$ cat config.mk
export PLATFORM = sky130hd
export DESIGN_NAME = sprite_compositor_flat
export DESIGN_NICKNAME = d
export VERILOG_FILES = /design/src/rtl/sprite_compositor_if.sv /design/src/rtl/sprite_compositor.sv /design/src/flat_wrapper.sv
export SDC_FILE = /design/constraint.sdc
export NUM_CORES = 1
export LEC_CHECK = 0
export ABC_AREA = 1
export CAP_MARGIN = 20
export CORE_MARGIN = 2
export CORE_UTILIZATION = 63
export CTS_CLUSTER_DIAMETER = 100
export DETAILED_ROUTE_END_ITERATION = 6
export PLACE_DENSITY_LB_ADDON = 0.3
export SYNTH_ARGS = -nofsm -noshare
export SYNTH_HDL_FRONTEND = slang
export SYNTH_SLANG_ARGS = --single-unit
$ cat constraint.sdc
create_clock -name clock -period 8.3 [get_ports clock]
set_input_delay 0.83 -clock clock [delete_from_list [all_inputs] [get_ports clock]]
set_output_delay 0.83 -clock clock [all_outputs]
set_load 0.03 [all_outputs]
$ cat src/rtl/sprite_compositor_if.sv
// Bus bundle between the sprite compositor, the game logic, the sprite ROM
// and the VGA adapter. The master modport is the compositor side.
interface sprite_compositor_if #(
   parameter int N_CH = 2,
   parameter int X_W  = 9,
   parameter int Y_W  = 8,
   parameter int S_W  = 6
);
   logic                start;
   logic [N_CH-1:0]     ch_en;
   logic [N_CH*X_W-1:0] ch_x;
   logic [N_CH*Y_W-1:0] ch_y;
   logic [N_CH*S_W-1:0] ch_w;
   logic [N_CH*S_W-1:0] ch_h;
   logic [2:0]          rom_ch;
   logic [S_W-1:0]      rom_dx;
   logic [S_W-1:0]      rom_dy;
   logic [2:0]          rom_colour;
   logic                plot;
   logic [X_W-1:0]      x;
   logic [Y_W-1:0]      y;
   logic [2:0]          colour;
   logic                busy;
   logic                done;
   logic [N_CH-1:0]     hit;

   modport master (
      input  start, ch_en, ch_x, ch_y, ch_w, ch_h, rom_colour,
      output rom_ch, rom_dx, rom_dy, plot, x, y, colour, busy, done, hit
   );

   modport slave (
      output start, ch_en, ch_x, ch_y, ch_w, ch_h, rom_colour,
      input  rom_ch, rom_dx, rom_dy, plot, x, y, colour, busy, done, hit
   );
endinterface

$ cat src/rtl/sprite_compositor.sv
// N-channel sprite renderer: on each start pulse it erases moved/disabled
// sprites with the background colour, redraws every enabled sprite from a
// shared synchronous ROM (transparent and off-screen pixels are not plotted)
// and finally registers pairwise bounding-box overlap flags.
module sprite_compositor #(
   parameter int         N_CH          = 2,
   parameter int         X_W           = 9,
   parameter int         Y_W           = 8,
   parameter int         S_W           = 6,
   parameter int         SCREEN_W      = 320,
   parameter int         SCREEN_H      = 240,
   parameter logic [2:0] BG_COLOUR     = 3'b000,
   parameter bit         TRANSP_EN     = 1'b1,
   parameter logic [2:0] TRANSP_COLOUR = 3'b101
) (
   input logic                 clock,
   input logic                 resetn,
   sprite_compositor_if.master bus
);

   localparam logic [2:0] S_IDLE    = 3'd0;
   localparam logic [2:0] S_ERASE   = 3'd1;
   localparam logic [2:0] S_DRAW    = 3'd2;
   localparam logic [2:0] S_DRAIN   = 3'd3;
   localparam logic [2:0] S_COLLIDE = 3'd4;
   localparam logic [2:0] S_DONE    = 3'd5;

   localparam logic [X_W:0] SCR_W = (X_W+1)'(SCREEN_W);
   localparam logic [Y_W:0] SCR_H = (Y_W+1)'(SCREEN_H);

   // control
   logic [2:0]          r_state;
   logic [N_CH-1:0]     r_emask;
   logic [N_CH-1:0]     r_dmask;
   logic [N_CH-1:0]     r_ovalid;
   logic [N_CH-1:0]     r_hit;
   logic [S_W-1:0]      r_dx_p0;
   logic [S_W-1:0]      r_dy_p0;
   logic [2:0]          r_rom_ch;
   logic [S_W-1:0]      r_rom_dx;
   logic [S_W-1:0]      r_rom_dy;
   logic                r_vld_p1;

   // snapshot and previous-pass boxes
   logic [N_CH-1:0]     r_sen;
   logic [N_CH*X_W-1:0] r_sx, r_ox;
   logic [N_CH*Y_W-1:0] r_sy, r_oy;
   logic [N_CH*S_W-1:0] r_sw, r_sh, r_ow, r_oh;

   // pixel pipeline
   logic [X_W-1:0]      r_x_p1;
   logic [Y_W-1:0]      r_y_p1;
   logic                r_plot_p2;
   logic [X_W-1:0]      r_x_p2;
   logic [Y_W-1:0]      r_y_p2;
   logic [2:0]          r_colour_p2;

   logic [N_CH-1:0]     w_emask_start;
   logic [N_CH-1:0]     w_mask_cur;
   logic [N_CH-1:0]     w_mask_next;
   logic [N_CH-1:0]     w_hit;
   logic [2:0]          w_ch;
   logic [X_W-1:0]      w_bx;
   logic [Y_W-1:0]      w_by;
   logic [S_W-1:0]      w_bw;
   logic [S_W-1:0]      w_bh;
   logic [X_W:0]        w_px;
   logic [Y_W:0]        w_py;
   logic                w_on_screen;
   logic                w_last_dx;
   logic                w_last_dy;

   function automatic logic [2:0] lowest(input logic [N_CH-1:0] m);
      logic [2:0] idx;
      idx = '0;
      for (int i = N_CH - 1; i >= 0; i--)
         if (m[i]) idx = 3'(i);
      return idx;
   endfunction

   // Pixel clipping at extended width so right/bottom overflow never wraps.
   function automatic logic on_screen(input logic [X_W:0] px, input logic [Y_W:0] py);
      return (px < SCR_W) && (py < SCR_H);
   endfunction

   function automatic logic overlap(input int i, input int j);
      logic [X_W:0] xi, xj, xie, xje;
      logic [Y_W:0] yi, yj, yie, yje;
      xi  = {1'b0, r_sx[i*X_W +: X_W]};
      xj  = {1'b0, r_sx[j*X_W +: X_W]};
      yi  = {1'b0, r_sy[i*Y_W +: Y_W]};
      yj  = {1'b0, r_sy[j*Y_W +: Y_W]};
      xie = xi + (X_W+1)'(r_sw[i*S_W +: S_W]);
      xje = xj + (X_W+1)'(r_sw[j*S_W +: S_W]);
      yie = yi + (Y_W+1)'(r_sh[i*S_W +: S_W]);
      yje = yj + (Y_W+1)'(r_sh[j*S_W +: S_W]);
      return (xi <= xje) && (xj <= xie) && (yi <= yje) && (yj <= yie);
   endfunction

   // A channel needs erasing when its last drawn box is live and it moved or was disabled
   always_comb begin
      w_emask_start = '0;
      for (int i = 0; i < N_CH; i++)
         w_emask_start[i] = r_ovalid[i] &&
                            ((bus.ch_x[i*X_W +: X_W] != r_ox[i*X_W +: X_W]) ||
                             (bus.ch_y[i*Y_W +: Y_W] != r_oy[i*Y_W +: Y_W]) ||
                             !bus.ch_en[i]);
   end

   assign w_mask_cur  = (r_state == S_ERASE) ? r_emask : r_dmask;
   assign w_ch        = lowest(w_mask_cur);
   assign w_mask_next = w_mask_cur & ~(N_CH'(1) << w_ch);

   // Box being scanned: old box while erasing, snapshot box while drawing
   always_comb begin
      if (r_state == S_ERASE) begin
         w_bx = r_ox[w_ch*X_W +: X_W];
         w_by = r_oy[w_ch*Y_W +: Y_W];
         w_bw = r_ow[w_ch*S_W +: S_W];
         w_bh = r_oh[w_ch*S_W +: S_W];
      end else begin
         w_bx = r_sx[w_ch*X_W +: X_W];
         w_by = r_sy[w_ch*Y_W +: Y_W];
         w_bw = r_sw[w_ch*S_W +: S_W];
         w_bh = r_sh[w_ch*S_W +: S_W];
      end
   end

   assign w_px        = {1'b0, w_bx} + (X_W+1)'(r_dx_p0);
   assign w_py        = {1'b0, w_by} + (Y_W+1)'(r_dy_p0);
   assign w_on_screen = on_screen(w_px, w_py);
   assign w_last_dx   = (r_dx_p0 == w_bw);
   assign w_last_dy   = (r_dy_p0 == w_bh);

   // Pairwise overlap of enabled snapshot boxes
   always_comb begin
      w_hit = '0;
      for (int i = 0; i < N_CH; i++)
         for (int j = 0; j < N_CH; j++)
            if (i != j && r_sen[i] && r_sen[j] && overlap(i, j)) w_hit[i] = 1'b1;
   end

   // Pass sequencing: channel masks, raster counters and ROM address hold
   always_ff @(posedge clock or negedge resetn) begin
      if (!resetn) begin
         r_state  <= S_IDLE;
         r_emask  <= '0;
         r_dmask  <= '0;
         r_ovalid <= '0;
         r_hit    <= '0;
         r_dx_p0  <= '0;
         r_dy_p0  <= '0;
         r_rom_ch <= '0;
         r_rom_dx <= '0;
         r_rom_dy <= '0;
      end else begin
         case (r_state)
            S_IDLE: begin
               if (bus.start) begin
                  r_emask <= w_emask_start;
                  r_dmask <= bus.ch_en;
                  r_dx_p0 <= '0;
                  r_dy_p0 <= '0;
                  if (|w_emask_start)  r_state <= S_ERASE;
                  else if (|bus.ch_en) r_state <= S_DRAW;
                  else                 r_state <= S_DRAIN;
               end
            end
            S_ERASE, S_DRAW: begin
               if (r_state == S_DRAW) begin
                  r_rom_ch <= w_ch;
                  r_rom_dx <= r_dx_p0;
                  r_rom_dy <= r_dy_p0;
               end
               if (!w_last_dx) begin
                  r_dx_p0 <= r_dx_p0 + S_W'(1);
               end else begin
                  r_dx_p0 <= '0;
                  if (!w_last_dy) begin
                     r_dy_p0 <= r_dy_p0 + S_W'(1);
                  end else begin
                     r_dy_p0 <= '0;
                     if (r_state == S_ERASE) r_emask <= w_mask_next;
                     else                    r_dmask <= w_mask_next;
                     if (w_mask_next == '0) begin
                        if (r_state == S_ERASE && (|r_dmask)) r_state <= S_DRAW;
                        else                                  r_state <= S_DRAIN;
                     end
                  end
               end
            end
            S_DRAIN:   r_state <= S_COLLIDE;
            S_COLLIDE: begin
               r_hit   <= w_hit;
               r_state <= S_DONE;
            end
            S_DONE: begin
               r_ovalid <= r_sen;
               r_state  <= S_IDLE;
            end
            default:   r_state <= S_IDLE;
         endcase
      end
   end

   // Snapshot at start; drawn boxes become the old boxes when the pass completes
   always_ff @(posedge clock) begin
      if (r_state == S_IDLE && bus.start) begin
         r_sen <= bus.ch_en;
         r_sx  <= bus.ch_x;
         r_sy  <= bus.ch_y;
         r_sw  <= bus.ch_w;
         r_sh  <= bus.ch_h;
      end
      if (r_state == S_DONE) begin
         r_ox <= r_sx;
         r_oy <= r_sy;
         r_ow <= r_sw;
         r_oh <= r_sh;
      end
   end

   // ---- stage p0 -> p1: draw pixel waits for its ROM colour
   always_ff @(posedge clock or negedge resetn) begin
      if (!resetn) r_vld_p1 <= 1'b0;
      else         r_vld_p1 <= (r_state == S_DRAW) && w_on_screen;
   end

   // Draw pixel coordinates travelling alongside the ROM read
   always_ff @(posedge clock) begin
      r_x_p1 <= w_px[X_W-1:0];
      r_y_p1 <= w_py[Y_W-1:0];
   end

   // ---- stage p1 -> p2: pixel output register (erase pixels enter here directly)
   always_ff @(posedge clock or negedge resetn) begin
      if (!resetn) begin
         r_plot_p2   <= 1'b0;
         r_x_p2      <= '0;
         r_y_p2      <= '0;
         r_colour_p2 <= '0;
      end else if (r_state == S_ERASE) begin
         r_plot_p2   <= w_on_screen;
         r_x_p2      <= w_px[X_W-1:0];
         r_y_p2      <= w_py[Y_W-1:0];
         r_colour_p2 <= BG_COLOUR;
      end else if (r_vld_p1) begin
         r_plot_p2   <= !(TRANSP_EN && (bus.rom_colour == TRANSP_COLOUR));
         r_x_p2      <= r_x_p1;
         r_y_p2      <= r_y_p1;
         r_colour_p2 <= bus.rom_colour;
      end else begin
         r_plot_p2   <= 1'b0;
      end
   end

   assign bus.rom_ch = (r_state == S_DRAW) ? w_ch    : r_rom_ch;
   assign bus.rom_dx = (r_state == S_DRAW) ? r_dx_p0 : r_rom_dx;
   assign bus.rom_dy = (r_state == S_DRAW) ? r_dy_p0 : r_rom_dy;
   assign bus.plot   = r_plot_p2;
   assign bus.x      = r_x_p2;
   assign bus.y      = r_y_p2;
   assign bus.colour = r_colour_p2;
   assign bus.busy   = (r_state != S_IDLE);
   assign bus.done   = (r_state == S_DONE);
   assign bus.hit    = r_hit;

endmodule

$ cat src/flat_wrapper.sv
// flat-port wrapper written by rule: the top's interface ports become plain ports
module sprite_compositor_flat 
#(
   parameter int         N_CH          = 2,
   parameter int         X_W           = 9,
   parameter int         Y_W           = 8,
   parameter int         S_W           = 6,
   parameter int         SCREEN_W      = 320,
   parameter int         SCREEN_H      = 240,
   parameter logic [2:0] BG_COLOUR     = 3'b000,
   parameter bit         TRANSP_EN     = 1'b1,
   parameter logic [2:0] TRANSP_COLOUR = 3'b101
)
  (clock, resetn, bus_start, bus_ch_en, bus_ch_x, bus_ch_y, bus_ch_w, bus_ch_h, bus_rom_colour, bus_rom_ch, bus_rom_dx, bus_rom_dy, bus_plot, bus_x, bus_y, bus_colour, bus_busy, bus_done, bus_hit);
  sprite_compositor_if #(.N_CH(N_CH), .X_W(X_W), .Y_W(Y_W), .S_W(S_W)) bus_i ();
  input logic clock;
  input logic resetn;
  input wire logic [$bits(bus_i.start)-1:0] bus_start;
  input wire logic [$bits(bus_i.ch_en)-1:0] bus_ch_en;
  input wire logic [$bits(bus_i.ch_x)-1:0] bus_ch_x;
  input wire logic [$bits(bus_i.ch_y)-1:0] bus_ch_y;
  input wire logic [$bits(bus_i.ch_w)-1:0] bus_ch_w;
  input wire logic [$bits(bus_i.ch_h)-1:0] bus_ch_h;
  input wire logic [$bits(bus_i.rom_colour)-1:0] bus_rom_colour;
  output wire logic [$bits(bus_i.rom_ch)-1:0] bus_rom_ch;
  output wire logic [$bits(bus_i.rom_dx)-1:0] bus_rom_dx;
  output wire logic [$bits(bus_i.rom_dy)-1:0] bus_rom_dy;
  output wire logic [$bits(bus_i.plot)-1:0] bus_plot;
  output wire logic [$bits(bus_i.x)-1:0] bus_x;
  output wire logic [$bits(bus_i.y)-1:0] bus_y;
  output wire logic [$bits(bus_i.colour)-1:0] bus_colour;
  output wire logic [$bits(bus_i.busy)-1:0] bus_busy;
  output wire logic [$bits(bus_i.done)-1:0] bus_done;
  output wire logic [$bits(bus_i.hit)-1:0] bus_hit;
  assign bus_i.start = bus_start;
  assign bus_i.ch_en = bus_ch_en;
  assign bus_i.ch_x = bus_ch_x;
  assign bus_i.ch_y = bus_ch_y;
  assign bus_i.ch_w = bus_ch_w;
  assign bus_i.ch_h = bus_ch_h;
  assign bus_i.rom_colour = bus_rom_colour;
  assign bus_rom_ch = bus_i.rom_ch;
  assign bus_rom_dx = bus_i.rom_dx;
  assign bus_rom_dy = bus_i.rom_dy;
  assign bus_plot = bus_i.plot;
  assign bus_x = bus_i.x;
  assign bus_y = bus_i.y;
  assign bus_colour = bus_i.colour;
  assign bus_busy = bus_i.busy;
  assign bus_done = bus_i.done;
  assign bus_hit = bus_i.hit;
  sprite_compositor #(.N_CH(N_CH), .X_W(X_W), .Y_W(Y_W), .S_W(S_W), .SCREEN_W(SCREEN_W), .SCREEN_H(SCREEN_H), .BG_COLOUR(BG_COLOUR), .TRANSP_EN(TRANSP_EN), .TRANSP_COLOUR(TRANSP_COLOUR)) u_core (.clock(clock), .resetn(resetn), .bus(bus_i));
endmodule
; After elaboration in Yosys (flattened, before gate mapping)
; Index checks and enable logic that the tools add are counted.
[classes]
add_sub_neg = 8
mul = 2
div = 0
order_cmp = 6
n_eq_ne = 18
shift = 9
mux = 44
bitwise_logic = 2
n_reduce_logical = 35
[ops]
columns = operator, n
row1 = 2-to-1 mux 6 bit, 8
row2 = indexed part select 12 x 7 -> 6 bit, 4
row3 = indexed part select 18 x 8 -> 9 bit, 2
row4 = indexed part select 16 x 5 -> 8 bit, 2
row5 = adder 9 x 6 -> 10 bit, 3
row6 = adder 8 x 6 -> 9 bit, 3
row7 = 2-to-1 mux 9 bit, 3
row8 = 2-to-1 mux 3 bit, 8
row9 = 2-to-1 mux 8 bit, 3
row10 = case mux 6 bit (2 select lines), 2
row11 = <= comparator 9 x 10 -> 1 bit, 2
row12 = <= comparator 8 x 9 -> 1 bit, 2
row13 = 2-to-1 mux 2 bit, 9
row14 = != test 9 bit, 2
row15 = != test 8 bit, 2
row16 = logical AND 1 bit, 14
row17 = "adder 6 x 1 -> 6 bit, second input constant", 2
row18 = == test 6 bit, 2
row19 = case mux 3 bit (4 select lines), 1
row20 = "< comparator 10 x 9 -> 1 bit, second input constant", 1
row21 = AND reduction 5 bit, 2
row22 = "== test 3 bit, second input constant", 3
row23 = "< comparator 9 x 8 -> 1 bit, second input constant", 1
row24 = 2-to-1 mux 1 bit, 8
row25 = 20 further kinds, 35
[word_totals]
reg_bits = 195
latch_bits = 0
ram_bits = 0
rom_bits = 0
input_bits = 66
output_inout_bits = 40
elab_cells = 150
mem_count = 0

; Longest topological paths before layout
; Gate-level depths: netlist of run 1.
[depth]
ltp_word = 12
ltp_mapped = 25

; Worst setup path after synthesis of run 1
; No wires, ideal clock.
[synth_path]
path_type = flip-flop to flip-flop
from = reg u_core.r_state[0]
to = reg u_core.r_dx_p0[4]
t_arrival_ns = 4.668
required_ns = 8.172
path_slack_ns = 3.505
stages_incl_launch_ff = 11
path_buffers = 0
period_less_slack_ns = 4.795
path_cell_list = dfrtp_1 > nor2_1 > inv_1 > nor2_1 > inv_1 > nor2_1 > nor2_1 > nor3_1 > nand2_1 > xor2_1 > nor2_1
[synth_between]
elab_chain_len = 10
elab_cells_between_ends = 17
classes_between = mul (1) / eq/ne (4) / shift (2) / mux (6) / reduce/logical (4)
[synth_rtl]
columns = element, line_no
row1 = from (decl), sprite_compositor.sv:32  ; logic [2:0] r_state;
row2 = from (signal assigned), sprite_compositor.sv:146  ; r_state <= S_IDLE;
row3 = from (signal assigned), sprite_compositor.sv:164  ; if (|w_emask_start) r_state <= S_ERASE;
row4 = from (signal assigned), sprite_compositor.sv:165  ; else if (|bus.ch_en) r_state <= S_DRAW;
row5 = == test 3 x 1 -> 1 bit, "sprite_compositor.sv:110, sprite_compositor.sv:116, sprite_compositor.sv:157"
row6 = 2-to-1 mux 2 bit, sprite_compositor.sv:110  ; assign w_mask_cur = (r_state == S_ERASE) ? r_emask : r_dmask;
row7 = 2-to-1 mux 1 bit (2 in series), sprite_compositor.sv:77  ; if (m[i]) idx = 3'(i);
row8 = multiplier 1 x 2 -> 3 bit, "sprite_compositor.sv:119, sprite_compositor.sv:124"
row9 = indexed part select 12 x 7 -> 6 bit (on tied branches), "sprite_compositor.sv:124, sprite_compositor.sv:119"
row10 = 2-to-1 mux 6 bit, sprite_compositor.sv:116  ; if (r_state == S_ERASE) begin
row11 = == test 6 bit, sprite_compositor.sv:132  ; assign w_last_dx = (r_dx_p0 == w_bw);
row12 = 2-to-1 mux 6 bit, sprite_compositor.sv:175  ; if (!w_last_dx) begin
row13 = case mux 6 bit (2 select lines), sprite_compositor.sv:157  ; case (r_state)
row14 = to (signal assigned), sprite_compositor.sv:176  ; r_dx_p0 <= r_dx_p0 + S_W'(1);
row15 = to (decl), sprite_compositor.sv:37  ; logic [S_W-1:0] r_dx_p0;
; Parallel ways exist; a longest one is shown, timed or not.
; A chain may end at the register's enable or synchronous reset.

; Worst setup path in the final report of run 1
[layout_path]
from = reg u_core.r_state[2]
to = reg u_core.r_plot_p2, in the netlist u_core.bus.plot
[layout_between]
elab_cells_between_ends = 17
classes_between = add/sub (2) / mul (1) / order compare (2) / eq/ne (1) / shift (4) / mux (6) / reduce/logical (1)
[layout_rtl]
columns = element, line_no
row1 = == test 3 x 1 -> 1 bit *, "sprite_compositor.sv:110, sprite_compositor.sv:116"
row2 = 2-to-1 mux 2 bit, sprite_compositor.sv:110
row3 = 2-to-1 mux 1 bit (2 in series), sprite_compositor.sv:77
row4 = indexed part select 16 x 5 -> 8 bit (on tied branches), "sprite_compositor.sv:123, sprite_compositor.sv:118"
row5 = 2-to-1 mux 8 bit *, sprite_compositor.sv:116
row6 = adder 8 x 6 -> 9 bit *, sprite_compositor.sv:130  ; assign w_py = {1'b0, w_by} + (Y_W+1)'(r_dy_p0);
row7 = net u_core.w_py[6], sprite_compositor.sv:68  ; logic [Y_W:0] w_py;
row8 = < comparator 9 x 8 -> 1 bit *, sprite_compositor.sv:83  ; return (px < SCR_W) && (py < SCR_H);
row9 = logical AND 1 bit *, sprite_compositor.sv:83
row10 = 2-to-1 mux 1 bit *, sprite_compositor.sv:242  ; end else if (r_state == S_ERASE) begin
row11 = to (signal assigned), sprite_compositor.sv:243  ; r_plot_p2 <= w_on_screen;
row12 = to (signal assigned), sprite_compositor.sv:248  ; r_plot_p2 <= !(TRANSP_EN && (bus.rom_colour == TRANSP_COLOUR));
row13 = to (decl), sprite_compositor.sv:53  ; logic r_plot_p2;
; The timed path passes the listed nets; every way through them passes the cells marked *.

==> metrics.txt, run 1 <==
outcome finished, violations left; failing checks DRC; die height roughly 140 um; power density of the placed cells 364 nW/um2; CP Launch Type flop; count of input and output buffers about 110; Skew-Pair Late Insertion Delay between 400 and 500 ps; library cells used by synthesis 47; first-pass GRT wire length 44200 um; Total GRT Usage 31.5%; die area about 19000 um2; Post-synth EDFFs 118; Warnings, synthesis 0; Root Driver clkbuf_16; Setup Buffers After CTS 0; Initial Util about 64%; largest net degree at the start of global routing 62; grt total ovfl 0; core area 17200 um2; TritonCTS clock tree done; Gate Count Post-Synth approximately 1.2k; Sw Pwr 2.07 mW; FILL cells ~1.3k; largest area contributor in the netlist edfxtp_1; Routed Antenna Nets 0; layout cell share with drive strength beyond 1 approximately 5.3%; register area share after synthesis 49.0%; DRT Wirelength between 20000 and 30000 um; CP bufs+invs 2; Die Wd approximately 140 um; post-DR vias/cell roughly 5.8; Hold Crit Start u_core.r_rom_dx[0]; power consumption between 4 and 5 mW; initial antenna violation count 0; DR vias around 9.0k; maximum VDD drop between 0.0002 and 0.00025 V; TritonCTS Buffers 17; R2R setup slack roughly 3200 ps; buffer levels on the longest clock path 2; post-DP HPWL between 20000 and 25000 um; DRT iter0 DRCs between 900 and 1k; Leak 5.76 nW; clk slew on worst S/H paths approximately 80 ps; Tmin final between 5000 and 6000 ps; Max-slew headroom between 30% and 40%; Worst path max stage delay roughly 610 ps; per-cell routed wire length about 18 um; sequential power share 32.3%; cell mode on critical path nand2_1; Top Ports around 110; Final setup viols 0; fin nets ~1.5k; RSZ-0062 raised after global routing false; DR pass1 iterations 7; CP Max Fanout 54; internal power 2.57 mW; post-synth top area share 32.2%; fin. max-slew vios 0; # DRC 1; synth top area cells edfxtp_1 (32%), dfrtp_1 (14%), nand2_1 (10%), ha_1 (8.2%), nand3_1 (5.0%); vias in the first global route around 8.4k; FF-to-FF Start u_core.r_state[2]; #FFs+latches synth between 150 and 200; Net Sw Frac between 40 and 50%; cts repair resizes 0; Tcrit/Tclk final about 62%; Sum Neg Setup Slack 0 ps; Mapped Nets between 1k and 1.5k; Async SR Flop Fraction roughly 31%; diodes inserted 0; Worst path slowest cell nand3_4; critical path's top delay family simple AND/OR/NAND/NOR gates; Clock Power Share 17.7%; Mapped Area between 10000 and 15000 um2; Max Cap Viol 0; Clock Sinks roughly 200; Avg Cell Area, Syn around 9 um2; Row Count between 40 and 50; Final Skew between 9 and 10 ps; Critical Path RT ~8600 ps; Post-CTS Hold Buffers 0; CP endpoint kind flop; area delta synth->final 16.1%; worst path cell trace inv_1 -> nand3_4 -> buf_4 -> nand2_1 -> nand2_2 -> nand2_4 -> o21ai_0 -> ha_1 -> fa_1 -> nand3_1 -> nand2_1 -> a21oi_1 -> o21ai_0 -> and2_1 -> nor2_1 -> nand2_1 -> nor2_1 -> nor2_1 -> nand3_1 -> nand2_1; predominant post-synthesis flop cell edfxtp_1; Fin. Hold Viols 0; Crit path arrival time 5430 ps; Logic pwr share between 50% and 60%; Max Freq roughly 200 MHz; Critical Path Start u_core.r_state[2]; Worst-Margin Slew 938 ps; GPL Wtd Cong between 0.9 and 1; hold crit path type flop to flop; H-tree Lvls 4; Crit Path Class flop to flop
## area by class of cell
cell class	instances	area [um2]	area share, %
inverters	133	499	3.91
multi-input cells	856	4930	38.6
clock buffers	20	437	3.42
repair buffers	112	1100	8.63
flip-flops and latches	195	5390	42.2
well taps	225	282	2.20
clock inverters	12	134	1.05
## cell usage after synthesis (4+ instances only)
library cell and number:
mux2i_1 6, o22ai_1 5, dfxtp_1 17, o211ai_1 13, nand3b_1 5, fa_1 6, inv_2 4, nor3_1 10
xor2_1 31, or2_2 13, buf_1 7, xnor2_1 26, nand4_1 7, a21boi_0 4, nand2_1 305, nand3_1 110
buf_2 8, ha_1 72, o21ai_0 93, edfxtp_1 118, a21oi_1 54, buf_6 4, dfrtp_1 60, clkbuf_1 14
buf_4 4, inv_1 129, nor2_1 60
## power groups by stage
| stage | clock network (mW) | logic (mW) | registers [mW] |
|---|---|---|---|
| 2_1_floorplan | 0 | 1.60 | 1.54 |
| 3_3_place_gp | 0 | 2.21 | 1.50 |
| 3_5_place_dp | 0 | 2.28 | 1.51 |
| 4_1_cts | 0.824 | 2.30 | 1.49 |
| 5_1_grt | 0.858 | 2.60 | 1.52 |
| 6_report | 0.820 | 2.33 | 1.50 |
## cell families (layout without fill, tap and decap cells)
group | after synthesis | count (layout) | share of synthesized area, %
flops | 195 | 195 | 49.0
fa+ha+maj | 78 | 78 | 9.29
xor+xnor | 58 | 58 | 4.69
buf+inv | 170 | 277 | 6.30
mux | 6 | 6 | 0.546
compound gates | 190 | 190 | 9.70
simple gates | 524 | 524 | 20.5
## state kept, by name (all words and copies together), names as in the netlist, 12 cells and up
name         count
u_core.r_sy     16
u_core.r_sh     12
u_core.r_sw     12
u_core.r_oh     12
u_core.r_ow     12
u_core.r_oy     16
u_core.r_sx     18
u_core.r_ox     18
## routing by layer
layer	GRT usage (%)	up-vias	wire length [um]	share of wire, %
met4	8.62	0	555	2.0
met2	49.7	430	12900	46
met1	46.1	4194	12400	44
met3	4.14	48	2250	8.0
met5	0	-	0	0
li1	-	4283	-	-
## worst register-to-register path: stages (launching register included)
cell and delay [ps]:
dfrtp_1 410, inv_1 550, nand3_4 610, buf_4 520
nand2_1 150, nand2_2 220, nand2_4 490, o21ai_0 190
ha_1 240, fa_1 410, nand3_1 100, nand2_1 90
a21oi_1 190, o21ai_0 120, and2_1 160, nor2_1 160
nand2_1 70, nor2_1 110, nor2_1 60, nand3_1 60
nand2_1 70
## worst paths after layout
kind / to / cells after the start
worst max-delay path: u_core.bus.plot / 20
worst min-delay path: u_core.r_rom_dx[0] / 2
worst max register to register: u_core.bus.plot / 20
worst min register to register: u_core.r_rom_dx[0] / 2
max in group asynchronous: u_core.r_state[2] / 2
min in group asynchronous: u_core.r_rom_ch[1] / 2
## cell usage in the layout, fill, tap and decap left out, types with 17 or more instances in the layout
| master | Yosys | final |
|---|---|---|
| ha_1 | 72 | 72 |
| xnor2_1 | 26 | 26 |
| dfxtp_1 | 17 | 17 |
| xor2_1 | 31 | 31 |
| nand2_1 | 305 | 305 |
| o21ai_0 | 93 | 93 |
| edfxtp_1 | 118 | 118 |
| clkbuf_16 | 0 | 17 |
| a21oi_1 | 54 | 54 |
| clkdlybuf4s50_1 | 0 | 104 |
| nand3_1 | 110 | 110 |
| inv_1 | 129 | 128 |
| nor2_1 | 60 | 59 |
| dfrtp_1 | 60 | 60 |
## stage by stage
step / cell area (um2) / hold slack (ps) / util, % / setup WS (ps) / cells
after floorplan: 11000 / 442 / - / 3500 / 1221
after global placement: 12200 / 456 / 71.0 / 3570 / 1520
after detailed placement: 12200 / 463 / 71.0 / 3330 / 1520
after CTS: 12800 / 479 / 74.3 / 3320 / 1552
after global routing: 12800 / 503 / 74.4 / 2740 / 1553
final: 12800 / 475 / 74.4 / 3190 / 1553
Power figures use the tool's default switching activity.
==> inputs of run 2 (changes only) <==
--- a/config.mk
+++ b/config.mk
@@ -8,7 +8,7 @@
 export ABC_AREA = 1
 export CAP_MARGIN = 20
 export CORE_MARGIN = 2
-export CORE_UTILIZATION = 63
+export CORE_UTILIZATION = 52
 export CTS_CLUSTER_DIAMETER = 100
 export DETAILED_ROUTE_END_ITERATION = 6
 export PLACE_DENSITY_LB_ADDON = 0.3
==> constraint.sdc (replaced) <==
create_clock -name clock -period 4.4 [get_ports clock]
set_input_delay 0.44 -clock clock [delete_from_list [all_inputs] [get_ports clock]]
set_output_delay 0.44 -clock clock [all_outputs]
set_load 0.03 [all_outputs]
==> metrics.txt, run 2 (synthesized netlist as in run 1, its figures left out) <==
DR pass1 iterations 7 (unchanged); cell mode on critical path nand2_1; hold crit path type primary input to asynchronous set/reset pin; initial antenna violation count 0 (unchanged); TritonCTS Buffers 17 (unchanged); DR vias 8715 (-2.7%); Tmin final 3800 ps (-1310 ps); worst r2r dst u_core.bus.plot; Worst path max stage delay 490 ps (-120 ps); Worst-Margin Slew 753 ps (-184 ps); buffer levels on the longest clock path 2 (unchanged); GPL Wtd Cong 0.928 (-3.8%); Worst path depth 21 (+5.0%); Worst path slowest cell dfrtp_1; Top Ports 106 (unchanged); core area 20900 um2 (+22%); Skew-Pair Late Insertion Delay 450 ps (about the same); RSZ-0062 raised after global routing false; reg2reg path depth 21 (+5.0%); R2R setup slack 600 ps (-2590 ps); cts repair resizes 0 (unchanged); H-tree Lvls 4 (unchanged); biggest regs u_core.r_ox (18), u_core.r_sx (18); diodes inserted 0 (unchanged); power density of the placed cells 685 nW/um2 (+88%); Initial Util 52.6% (-11 points); die height 149 um (+9.8%); Row Count 53 (+10%); CP endpoint kind flop; Max Cap Viol 0 (unchanged); DRT iter0 DRCs 639 (-32%); Root Driver clkbuf_16; first-pass GRT wire length 43000 um (-2.7%); Critical Path RT 4730 ps (-3900 ps); grt total ovfl 0 (unchanged); most common cell after layout, fill and taps aside nand2_1; Max Freq 263 MHz (+34%); pre-CTS WS 645 ps (-2690 ps); Final Worst Setup Slack 598 ps (-2590 ps); Util after Layout 61.9% (-12 points); Max-slew headroom 49.8% (+12 points); CP Max Fanout 50 (-7.4%); Final Skew 8.83 ps (-1.01 ps); critical path's top delay family simple AND/OR/NAND/NOR gates; CP bufs+invs 3 (+1); fin. max-slew vios 0 (unchanged); Clock Sinks 195 (unchanged); cell area after layout 12900 um2 (+1.3%); Fin. Hold Viols 0 (unchanged); FF-to-FF Start u_core.r_state[0]; Finished Layout Cells 1609 (+3.6%); per-cell routed wire length 16.8 um (-7.4%); power consumption 8.86 mW (+91%); area delta synth->final 17.6%; Routed Antenna Nets 0 (unchanged); layout cell share with drive strength beyond 1 6.00% (+0.65 points); count of input and output buffers 105 (unchanged); worst path cell trace inv_1 -> nor2_1 -> buf_4 -> nand3_1 -> nand2_4 -> nand2_4 -> inv_2 -> a211oi_1 -> a31oi_1 -> ha_1 -> a21oi_1 -> nand2_1 -> nand2_1 -> nand2_1 -> a21oi_1 -> nor2_1 -> nand2_1 -> xnor2_2 -> o21ai_1 -> nand3_1 -> nand2_1; Crit Path Class flop to flop; largest net degree at the start of global routing 67 (+8.1%); Total GRT Usage 25.1% (-6.4 points); FILL cells 1827 (+39%); Placed Instances 1575 (+3.6%); WHS 476 ps (+0.451 ps); DRT Wirelength 27000 um (-4.1%); clk slew on worst S/H paths 80 ps (about the same); maximum VDD drop 0.000451 V (+93%); outcome completed; post-DP HPWL 20200 um (-2.6%); Setup Buffers After CTS 0 (unchanged); most frequent cells in the layout nand2_1 (305), inv_1 (128), edfxtp_1 (118), nand3_1 (110), clkdlybuf4s50_1 (104); Critical Path Start u_core.r_state[0]; post-DR vias/cell 5.42 (-6.1%); fin nets 1465 (+0.41%); Die Wd 149 um (+9.8%); Final setup viols 0 (unchanged); TritonCTS clock tree done; # DRC 0 (-1); die area 22300 um2 (+21%); dpl cell area 12300 um2 (+0.82%); vias in the first global route 8174 (-2.4%); Setup crit end u_core.bus.plot; Sum Neg Setup Slack 0 ps (unchanged); CP Launch Type flop; Leak 5.82 nW (+0.98%); Tcrit/Tclk final 86.4% (+25 points); Crit path arrival time 4140 ps (-1290 ps)
run 2: cell count changes in the layout (fill, tap and decap cells not counted), sizes merged:
cell,delta
buf,+5
inv,+7
clkinv,-5
dlygate4sd3,+1
clkbuf,-3
bufinv,+1
run 2: layer usage:
metal  track usage (%)  up-vias  wire length, um
met5                 0        -                0
met1              36.8     4070            12600
met4              8.43        0              591
met2              38.4      305            12200
li1                  -     4299                -
met3              3.63       41             1610
run 2: power by group:
part / leakage, nW / switching, mW / internal (mW)
registers: 2.00 / 0.335 / 2.47
logic: 3.51 / 2.84 / 1.57
clock network: 0.298 / 0.733 / 0.911
total: 5.82 / 3.91 / 4.96
run 2: worst min-delay path by stage:
stage,from,to,cells past startpoint
3_3_place_gp,resetn,u_core.r_rom_dx[2],1
5_1_grt,u_core.r_rom_dx[2],u_core.r_rom_dx[2],2
3_5_place_dp,resetn,u_core.r_rom_dx[1],1
4_1_cts,resetn,u_core.r_rom_ch[2],2
2_1_floorplan,resetn,u_core.bus.colour[0],0
6_report,resetn,u_core.r_rom_ch[2],2
run 2: area by class of cell:
class / count / area (um2) / share of cell area [%]
sequential: 195 / 5390 / 41.6
multi-input combinational: 856 / 4930 / 38.1
timing repair buffer: 118 / 1150 / 8.92
inverter: 133 / 499 / 3.86
clock buffer: 17 / 425 / 3.29
tap: 275 / 344 / 2.66
clock inverter: 15 / 193 / 1.49
run 2: repair_timing:
item	CTS	global route
endpoints found under the setup margin	0	0
endpoints found under the hold margin	20	0
hold buffers	1	0
